$ cat src/rtl/tictac_pkg.sv
// Shared tic-tac-toe definitions: keypad geometry, key codes and board bit mapping.
// The cell bit helpers are also used by the game-state block.
package tictac_pkg;

  localparam int N_ROWS = 4;
  localparam int N_COLS = 3;
  localparam int N_KEYS = N_ROWS * N_COLS;

  localparam logic [3:0] KEY_NONE  = 4'd0;
  localparam logic [3:0] KEY_STAR  = 4'd10;
  localparam logic [3:0] KEY_ZERO  = 4'd11;
  localparam logic [3:0] KEY_HASH  = 4'd12;
  // Internal-only code for ghosted frames; never reaches key_data
  localparam logic [3:0] KEY_MULTI = 4'd15;

  typedef enum logic {
    RELEASED = 1'b0,
    PRESSED  = 1'b1
  } key_state_t;

  function automatic int cell_o_bit(input int k);
    return 19 - 2 * k;
  endfunction

  function automatic int cell_x_bit(input int k);
    return 18 - 2 * k;
  endfunction

  // Frame bit i corresponds to key code i+1 (row-major, row0 = keys 1-3)
  function automatic logic [3:0] encode_frame(input logic [N_KEYS-1:0] f);
    logic [3:0] c;
    c = KEY_NONE;
    if ($countones(f) > 1) begin
      c = KEY_MULTI;
    end else begin
      for (int i = 0; i < N_KEYS; i++) begin
        if (f[i]) c = 4'(i + 1);
      end
    end
    return c;
  endfunction

endpackage

$ cat src/rtl/keypad_move_encoder_scan.sv
// Column scanner: drives one-hot columns, samples row returns at the end of each slot
// and presents the assembled 12-bit frame with a one-clk frame_done strobe.
module keypad_scan
  import tictac_pkg::*;
#(
  parameter int SCAN_DIV = 25000
) (
  input  logic              clk,
  input  logic              rst_n,
  input  logic [N_ROWS-1:0] key_row,
  output logic [N_COLS-1:0] key_col,
  output logic              frame_done,
  output logic [N_KEYS-1:0] frame
);

  localparam int DIV_W = (SCAN_DIV > 1) ? $clog2(SCAN_DIV) : 1;

  logic [DIV_W-1:0]  div_cnt_reg;
  logic [N_COLS-1:0] key_col_reg;
  logic [N_KEYS-1:0] frame_acc_reg;
  logic [N_KEYS-1:0] sampled;
  logic              slot_end;

  assign slot_end = (div_cnt_reg == DIV_W'(SCAN_DIV - 1));

  // Merge the live row returns for the active column into the accumulated frame
  generate
    for (genvar gi = 0; gi < N_KEYS; gi++) begin : g_sample
      assign sampled[gi] = key_col_reg[gi % N_COLS] ? key_row[gi / N_COLS] : frame_acc_reg[gi];
    end
  endgenerate

  always_ff @(posedge clk or negedge rst_n) begin
    if (!rst_n) begin
      div_cnt_reg   <= '0;
      key_col_reg   <= 3'b001;
      frame_acc_reg <= '0;
    end else if (slot_end) begin
      div_cnt_reg   <= '0;
      key_col_reg   <= {key_col_reg[N_COLS-2:0], key_col_reg[N_COLS-1]};
      frame_acc_reg <= sampled;
    end else begin
      div_cnt_reg   <= div_cnt_reg + 1'b1;
    end
  end

  assign key_col    = key_col_reg;
  assign frame_done = slot_end && key_col_reg[N_COLS-1];
  assign frame      = sampled;

endmodule

$ cat src/rtl/keypad_move_encoder.sv
// Keypad-to-move encoder: debounces scanned frames, tracks press/release and emits
// one-clk key_valid (legal cell) or key_reject (occupied cell or * 0 #) per press.
module keypad_move_encoder
  import tictac_pkg::*;
#(
  parameter int SCAN_DIV        = 25000,
  parameter int DEBOUNCE_FRAMES = 8
) (
  input  logic              clk,
  input  logic              rst_n,
  input  logic              en,
  input  logic [N_ROWS-1:0] key_row,
  input  logic [17:0]       board,
  output logic [N_COLS-1:0] key_col,
  output logic [3:0]        key_data,
  output logic              key_valid,
  output logic              key_reject
);

  localparam int STAB_W = (DEBOUNCE_FRAMES > 1) ? $clog2(DEBOUNCE_FRAMES) : 1;
  localparam logic [STAB_W-1:0] STAB_MAX = STAB_W'(DEBOUNCE_FRAMES - 1);

  logic              frame_done;
  logic [N_KEYS-1:0] frame;
  logic [3:0]        code;
  logic [3:0]        prev_code_reg;
  logic              frame_seen_reg;
  logic [STAB_W-1:0] stab_cnt_reg, stab_cnt_next;
  key_state_t        state_reg, state_next;
  logic [3:0]        key_data_reg;
  logic              key_valid_reg, key_reject_reg;
  logic              valid_next, reject_next;
  logic              stable, press_event;
  logic [15:0]       cell_free;

  keypad_scan #(.SCAN_DIV(SCAN_DIV)) u_scan (
    .clk        (clk),
    .rst_n      (rst_n),
    .key_row    (key_row),
    .key_col    (key_col),
    .frame_done (frame_done),
    .frame      (frame)
  );

  // Indexed by key code: only cells 1..9 with neither O nor X set are playable
  generate
    for (genvar gi = 0; gi < 16; gi++) begin : g_free
      if (gi >= 1 && gi <= 9) begin : g_cell
        assign cell_free[gi] = ~(board[cell_o_bit(gi)] | board[cell_x_bit(gi)]);
      end else begin : g_none
        assign cell_free[gi] = 1'b0;
      end
    end
  endgenerate

  assign code = encode_frame(frame);

  always_comb begin
    stab_cnt_next = stab_cnt_reg;
    state_next    = state_reg;
    press_event   = 1'b0;
    if (frame_done) begin
      if (frame_seen_reg && code == prev_code_reg) begin
        if (stab_cnt_reg != STAB_MAX) stab_cnt_next = stab_cnt_reg + 1'b1;
      end else begin
        stab_cnt_next = '0;
      end
    end
    stable = frame_done && frame_seen_reg && (stab_cnt_next == STAB_MAX);
    // A stable ghosted frame arms PRESSED silently so the key left behind cannot fire
    case (state_reg)
      RELEASED: if (stable && code != KEY_NONE) begin
        state_next  = PRESSED;
        press_event = (code != KEY_MULTI);
      end
      PRESSED:  if (stable && code == KEY_NONE) state_next = RELEASED;
      default:  state_next = RELEASED;
    endcase
    valid_next  = press_event && en && cell_free[code];
    reject_next = press_event && en && !cell_free[code];
  end

  always_ff @(posedge clk or negedge rst_n) begin
    if (!rst_n) begin
      prev_code_reg  <= KEY_NONE;
      frame_seen_reg <= 1'b0;
      stab_cnt_reg   <= '0;
      state_reg      <= RELEASED;
      key_data_reg   <= '0;
      key_valid_reg  <= 1'b0;
      key_reject_reg <= 1'b0;
    end else begin
      stab_cnt_reg   <= stab_cnt_next;
      state_reg      <= state_next;
      key_valid_reg  <= valid_next;
      key_reject_reg <= reject_next;
      if (valid_next) key_data_reg <= code;
      if (frame_done) begin
        prev_code_reg  <= code;
        frame_seen_reg <= 1'b1;
      end
    end
  end

  assign key_data   = key_data_reg;
  assign key_valid  = key_valid_reg;
  assign key_reject = key_reject_reg;

endmodule

$ cat config.mk
export PLATFORM = sky130hd
export DESIGN_NAME = keypad_move_encoder
export DESIGN_NICKNAME = d
export VERILOG_FILES = /design/src/rtl/tictac_pkg.sv /design/src/rtl/keypad_move_encoder_scan.sv /design/src/rtl/keypad_move_encoder.sv
export SDC_FILE = /design/constraint.sdc
export NUM_CORES = 1
export LEC_CHECK = 0
export CAP_MARGIN = 30
export CORE_ASPECT_RATIO = 1.75
export CORE_MARGIN = 2
export CORE_UTILIZATION = 35
export CTS_CLUSTER_DIAMETER = 200
export CTS_CLUSTER_SIZE = 10
export DETAILED_ROUTE_END_ITERATION = 16
export PLACE_DENSITY = 0.52
export REMOVE_ABC_BUFFERS = 1
export SKIP_LAST_GASP = 1
export SLEW_MARGIN = 10
export SYNTH_ARGS = -nofsm -noshare
export SYNTH_HDL_FRONTEND = slang
export SYNTH_SLANG_ARGS = --single-unit
$ cat constraint.sdc
create_clock -name clk -period 10.8 [get_ports clk]
set_clock_uncertainty 0.15 [all_clocks]
set_input_delay 2.16 -clock clk [delete_from_list [all_inputs] [get_ports clk]]
set_output_delay 2.16 -clock clk [all_outputs]
set_load 0.01 [all_outputs]
==> results of run 1 <==
-- cells in the final DEF (no fill, tap or decap), types with 5 or more instances in the layout --
| cell | instances |
|---|---|
| xnor2_1 | 6 |
| and3_1 | 5 |
| mux2i_1 | 7 |
| clkbuf_16 | 5 |
| dfrtp_1 | 44 |
| clkdlybuf4s50_1 | 32 |
| fa_1 | 7 |
| o21ai_0 | 22 |
| xor2_1 | 9 |
| nand3_1 | 15 |
| nand2b_1 | 8 |
| nor2_1 | 24 |
| inv_1 | 15 |
| nor3_1 | 6 |
| nor3b_1 | 5 |
| ha_1 | 7 |
| nand2_1 | 37 |
-- kinds of logic (layout without fill, tap and decap cells) --
kind of cell,Yosys count,after routing
muxes,13,13
AOI/OAI and AO/OA,55,55
adders and majority gates,14,14
xor gates and xnor gates,15,15
DFF,45,45
buffers and inverters,22,57
and+or+nand+nor,127,127
-- synthesized netlist by cell type (all sizes together), types with 2 or more instances --
library cell  count  area share (%)
a21boi            2            0.67
nor2             25             3.4
o21ai            23             4.1
or2               2            0.54
a21o              2            0.54
nor2b             4            0.89
o211ai            2            0.54
fa                7             5.0
or4               3            0.94
a211oi            2            0.72
ha                7             3.1
a21oi             3            0.54
nand2b            8             1.8
nand2            37             5.0
mux2i             8             3.0
xnor2             6             1.9
inv              15             2.0
dfrtp            44              39
nor3b             5             1.3
nand3            15             2.7
o31ai             2            0.54
a221oi            2             1.3
and3              5             1.1
buf               3            0.54
mux2              5             2.1
a211o             2            0.63
a31oi             5             2.2
nand4             4            0.89
nor4              5             1.3
xor2              9             2.8
and2              3            0.72
clkbuf            4            0.54
nor3              6             1.1
o2111ai           3             1.2
-- stage by stage --
step           worst slack [ps]  std cells  total power [mW]
2_1_floorplan              3346        284            0.1724
3_3_place_gp               2524        407            0.1858
3_5_place_dp               2332        408            0.1869
4_1_cts                    2661        416            0.3668
5_1_grt                    2370        416            0.3729
6_report                   2664        416            0.3598
-- final cells by class --
class                      count  share of cell area, %
clock buffer                   6                  3.791
clock inverter                 2                  1.141
inverter                      15                  1.656
multi-input combinational    224                  46.56
sequential                    45                  33.16
tap                           90                  3.312
timing repair buffer          34                  10.38
-- layer usage --
layer	wire length (µm)	vias to the layer above
met5	0	-
met4	117	0
met3	203	8
met2	3548	36
met1	2725	1091
li1	-	1107
-- power by group through the flow --
stage                     Sequential [mW]  Combinational, mW  Clock, mW
after floorplan                     0.172           0.000661          0
after global placement              0.172             0.0142          0
after detailed placement            0.172             0.0153          0
after CTS                           0.168             0.0153      0.183
after global routing                0.168             0.0163      0.188
final                               0.169             0.0149      0.176
-- worst max-delay path, delay by kind of cell --
kind	cells	cell delay [ps]
AND/OR/NAND/NOR	3	1230
adder cells (fa/ha/maj)	6	2550
multiplexers	3	840
buffers and inverters	5	780
AO/OA/AOI/OAI	3	610
-- worst paths after layout --
path / endpoint / slack (ps) / cells after the start
setup / recovery: key_data[3] / 2660 / 20
hold / removal: u_scan.div_cnt_reg[0] / 320 / 1
setup reg to reg: key_data[3] / 4220 / 19
hold reg to reg: u_scan.div_cnt_reg[0] / 320 / 1
max in group asynchronous: u_scan.key_col[0] / 8180 / 2
min in group asynchronous: u_scan.div_cnt_reg[11] / 1720 / 1
==> results.md, run 1 <==
- Arrival time worst endpoint: 8160 ps
- Routed wire length: 6595 µm
- Post-synthesis async set-or-reset flop share: 100.0%
- Crit end category: flop
- Design Area, Final: 3400 µm²
- Total CTS buffers: 5
- Internal power: 0.2871 mW
- Clk slew on worst S/H paths: 60 ps
- Main synth FF type: dfrtp_1
- Net Sw Frac: 20.20%
- Hold_sp: u_scan.div_cnt_reg[0]
- Max-Cap Viols: 0
- Final period util: 75.33%
- # diodes: 0
- Die area: 8749 µm²
- Nets@finish: 364
- Synth cell types: 60
- Fillers: 794
- Finish-stage setup viols: 0
- Comb power frac: 4.1%
- Simple-gate share of the synthesized area: 23.45%
- Clock Tree Root: clkbuf_16
- Status: complete, no violations
- CP cell instances: clkdlybuf4s50_1, mux2i_1, inv_1, fa_1, inv_1, fa_1, fa_1, fa_1, inv_1, ha_1, inv_1, fa_1, nor4bb_1, a31o_2, o211ai_1, nor2_2, mux2i_1, or4_4, a31oi_4, mux2_4
- Slowest CP cell: fa_1
- Leakage power: 1.397 nW
- Vias in the first global route: 2274
- Register area: 1127 µm²
- Proportion of layout cells with a drive suffix above 1: 8.896%
- DP HPWL: 5155 µm
- Data required, critical path: 10830 ps
- Via density: 5.389
- Crit-path max cell delay: 550 ps
- Cell count after synthesis: 291
- Top Usage Layer GRT: met2
- Sw Pwr: 0.07266 mW
- Synth Area in Adders: 8.143%
- GRT Util Overall: 16.48%
- DR WL/cell: 15.85 µm
- Later-pin clock latency in the skew report: 290 ps
- First-pass GRT wire length: 11160 µm
- CTS Sinks: 45
- RSZ-0062 raised after global routing: no
- Hold Buf Count CTS: 0
- Minimum clock period: 8136 ps
- Area of the multi-input gates: 1583 µm²
- Crit path max fanout: 10
- TritonCTS clock tree: yes
- Detailed router's first-iteration violation count: 80
- H-tree Lvls: 2
- Peak VDD IR: 0.00008294 V
- Number of I/O port buffers: 33
- Post-CTS Setup Repair Bufs: 0
- Max reg flops: 15
- Placed inst area: 3232 µm²
- Num ports: 34
- Core area: 7855 µm²
- Post-route DRC: 0
- M1 GR Usage: 18.88%
- Max Slew Vio Count: 0
- Synth Cell Area: 2796 µm²
- Clk pwr share: 49.0%
- Die span in x: 71.57 µm
- Compound-Gate Fraction of Synth Area: 15.17%
- Fin Setup TNS: 0 ps
- Multiplexer share of the synthesized area: 5.145%
- Register area share after synthesis: 40.31%
- Largest net degree at the start of global routing: 25
- Worst Tran Pin Value: 765.3 ps
- Antenna violations before repair: 0
- Number of routed nets with antenna violations: 0
- Clock Path Buffers: 2
- Yosys reg bits: 45
- Worst Hold Class: flop to flop
- CP startpoint: key_row[1]
- Fin Hold WS: 315.9 ps
- PostCTS Resize Cnt: 0
- CP Launch Type: input port
- GRT met3 Usage: 2.956%
- DRT Pass-1 Iters: 4
- Met2 Resource Use GR: 30.03%
- Worst slew margin: 48.84%
- Largest family of logic cells by synthesized area: simple AND/OR/NAND/NOR gates
- CP most frequent cell: fa_1
- Total gr overflow: 0
- Seq pwr share: 46.8%
- Layout area overhead: 21.57%
- Initial Util: 35.60%
- RR Startpoint: u_scan.key_col[2]
- Kind of critical path: input port to flop
- Routability cong.: 0.8781
- Syn Area/Cell: 9.610 µm²
- Synth Area in XOR/XNOR: 4.698%
- Final Hold Violating Endpoints: 0
- Die span in y: 122.2 µm
- Post-synth EDFFs: 0
- Via count: 2242
- Fmax: 122.9 MHz
- Yosys Warn Count: 0
- PwrDens: 105.8 nW/µm²
- Site row count: 43
- Utilization after layout: 43.28%
Note: power is estimated with default switching activity, not from simulation.
==> inputs of run 2 (changes only) <==
Clock period 10.8 ns to 8.3 ns, I/O delays scaled along.
==> run 2 against run 1 <==
Sequential share of layout area is 0.11 points lower; first-iteration DRC count fell by 10%; critical endpoint unchanged; clock power increased by 34%; clock-buffer cell count decreased by 1; global-route usage increased by 0.58 points; die area stayed put; combinational power is 32% higher; sequential cell count is the same; total power up 32%; critical path type unchanged; largest power group unchanged.
==> results.md, run 2 (synthesis results as in run 1) <==
- Status: complete, no violations
- Nets@finish: 365
- Num ports: 34
- Max reg flops: 15
- Number of routed nets with antenna violations: 0
- Data required, critical path: 8340 ps
- Crit end category: flop
- DP HPWL: 5223 µm
- Initial Util: 35.60%
- Routability cong.: 0.8182
- Clk slew on worst S/H paths: 70 ps
- Finish-stage setup viols: 0
- # diodes: 0
- Post-CTS Setup Repair Bufs: 0
- Kind of critical path: input port to flop
- Max-Cap Viols: 0
- Net Sw Frac: 21.24%
- Core area: 7855 µm²
- Largest net degree at the start of global routing: 25
- Number of I/O port buffers: 33
- Via count: 2227
- Pre-CTS setup slack: 426.2 ps
- Die span in x: 71.57 µm
- Later-pin clock latency in the skew report: 300 ps
- H-tree Lvls: 2
- CP Launch Type: input port
- Post-route DRC: 0
- Worst Tran Pin Value: 749.2 ps
- Commonest non-fill, non-tap cells in the layout: dfrtp_1, nand2_1, clkdlybuf4s50_1
- Fmax: 132.1 MHz
- PwrDens: 139.0 nW/µm²
- Sw Pwr: 0.1007 mW
- Routed wire length: 6766 µm
- Final period util: 91.21%
- TritonCTS clock tree: yes
- Total CTS buffers: 5
- Worst slew margin: 49.91%
- Total Power: 0.4741 mW
- Max Slew Vio Count: 0
- PostCTS Resize Cnt: 0
- Post-route setup slack: 729.8 ps
- Comb power frac: 4.1%
- Leakage power: 1.401 nW
- Final Hold Violating Endpoints: 0
- Clk pwr share: 49.6%
- Detailed router's first-iteration violation count: 72
- Peak VDD IR: 0.0001669 V
- Minimum clock period: 7570 ps
- DR WL/cell: 16.23 µm
- Commonest non-fill, non-tap cell in the layout: dfrtp_1
- Via density: 5.341
- Hold Buf Count CTS: 0
- Clock Tree Root: clkbuf_16
- Cell total after placement: 409
- Total gr overflow: 0
- Clock Path Buffers: 2
- Internal power: 0.3734 mW
- Proportion of layout cells with a drive suffix above 1: 9.480%
- Seq pwr share: 46.2%
- Arrival time worst endpoint: 7610 ps
- Vias in the first global route: 2356
- Fin Setup TNS: 0 ps
- Site row count: 43
- Die area: 8749 µm²
- Layout area overhead: 21.97%
- Crit path max fanout: 6
- CTS Sinks: 45
- Die span in y: 122.2 µm
- DRT Pass-1 Iters: 4
- GRT Util Overall: 17.06%
- RSZ-0062 raised after global routing: no
- Worst Hold Class: flop to flop
- First-pass GRT wire length: 11340 µm
- Fin cells: 417
- Antenna violations before repair: 0
run 2: cell types whose count changed in the layout (fill, tap and decap cells not counted), sizes merged:
| cell | change |
|---|---|
| clkinvlp | +1 |
| clkbuf | -1 |
| buf | +1 |
run 2: final timing paths:
check                                   endpoint                  start  slack [ps]  cells past startpoint
setup / recovery                     key_data[3]             key_row[1]         730                     20
hold / removal             u_scan.div_cnt_reg[0]  u_scan.div_cnt_reg[0]         310                      1
setup reg to reg                     key_data[3]      u_scan.key_col[2]        1800                     19
hold reg to reg            u_scan.div_cnt_reg[0]  u_scan.div_cnt_reg[0]         310                      1
max in group asynchronous      u_scan.key_col[0]                  rst_n        6190                      2
min in group asynchronous  u_scan.div_cnt_reg[7]                  rst_n        1210                      1
run 2: area by class of cell:
| type | count | area (µm²) |
|---|---|---|
| clock buffers | 5 | 125.1 |
| fillers | 786 | 4444 |
| multi-input cells | 224 | 1583 |
| repair buffers | 35 | 360.3 |
| inverters | 15 | 56.30 |
| well taps | 90 | 112.6 |
| clock inverters | 3 | 46.29 |
| flip-flops and latches | 45 | 1127 |
run 2: metrics by stage:
stage	hold slack, ps	instance area [µm²]	util [%]
floorplan	282.9	2766	-
global placement	299.9	3212	40.89
detailed placement	302.0	3239	41.24
CTS	310.8	3411	43.42
global route	326.3	3411	43.42
finish	310.1	3411	43.42
run 2: critical path, cell delays in order:
cell and delay, ps:
clkdlybuf4s50_1 480, mux2i_1 360, inv_1 130, fa_1 560, inv_1 50, fa_1 450
fa_1 510, fa_1 420, inv_1 70, ha_1 150, inv_1 50, fa_1 480
nor4bb_1 360, a31o_2 200, nand2_1 120, nor3b_1 240, a221oi_1 150, or4_4 570
a31oi_4 250, mux2_4 320
run 2: metal layers:
| layer | wire [µm] | GRT usage (%) | vias to the layer above | part of all wire, % |
|---|---|---|---|---|
| li1 | - | - | 1102 | - |
| met1 | 2746 | 18.89 | 1078 | 41 |
| met2 | 3644 | 30.27 | 36 | 54 |
| met3 | 203 | 4.105 | 11 | 3.0 |
| met4 | 170 | 7.901 | 0 | 2.5 |
| met5 | 0 | 0 | - | 0 |
run 2: power by group through the flow:
| stage | Sequential [mW] | Clock (mW) | Combinational (mW) |
|---|---|---|---|
| after CTS | 0.219 | 0.243 | 0.0202 |
| after global routing | 0.219 | 0.251 | 0.0215 |
| after floorplan | 0.223 | 0 | 0.000860 |
| after detailed placement | 0.223 | 0 | 0.0201 |
| after global placement | 0.223 | 0 | 0.0184 |
| final | 0.219 | 0.235 | 0.0196 |
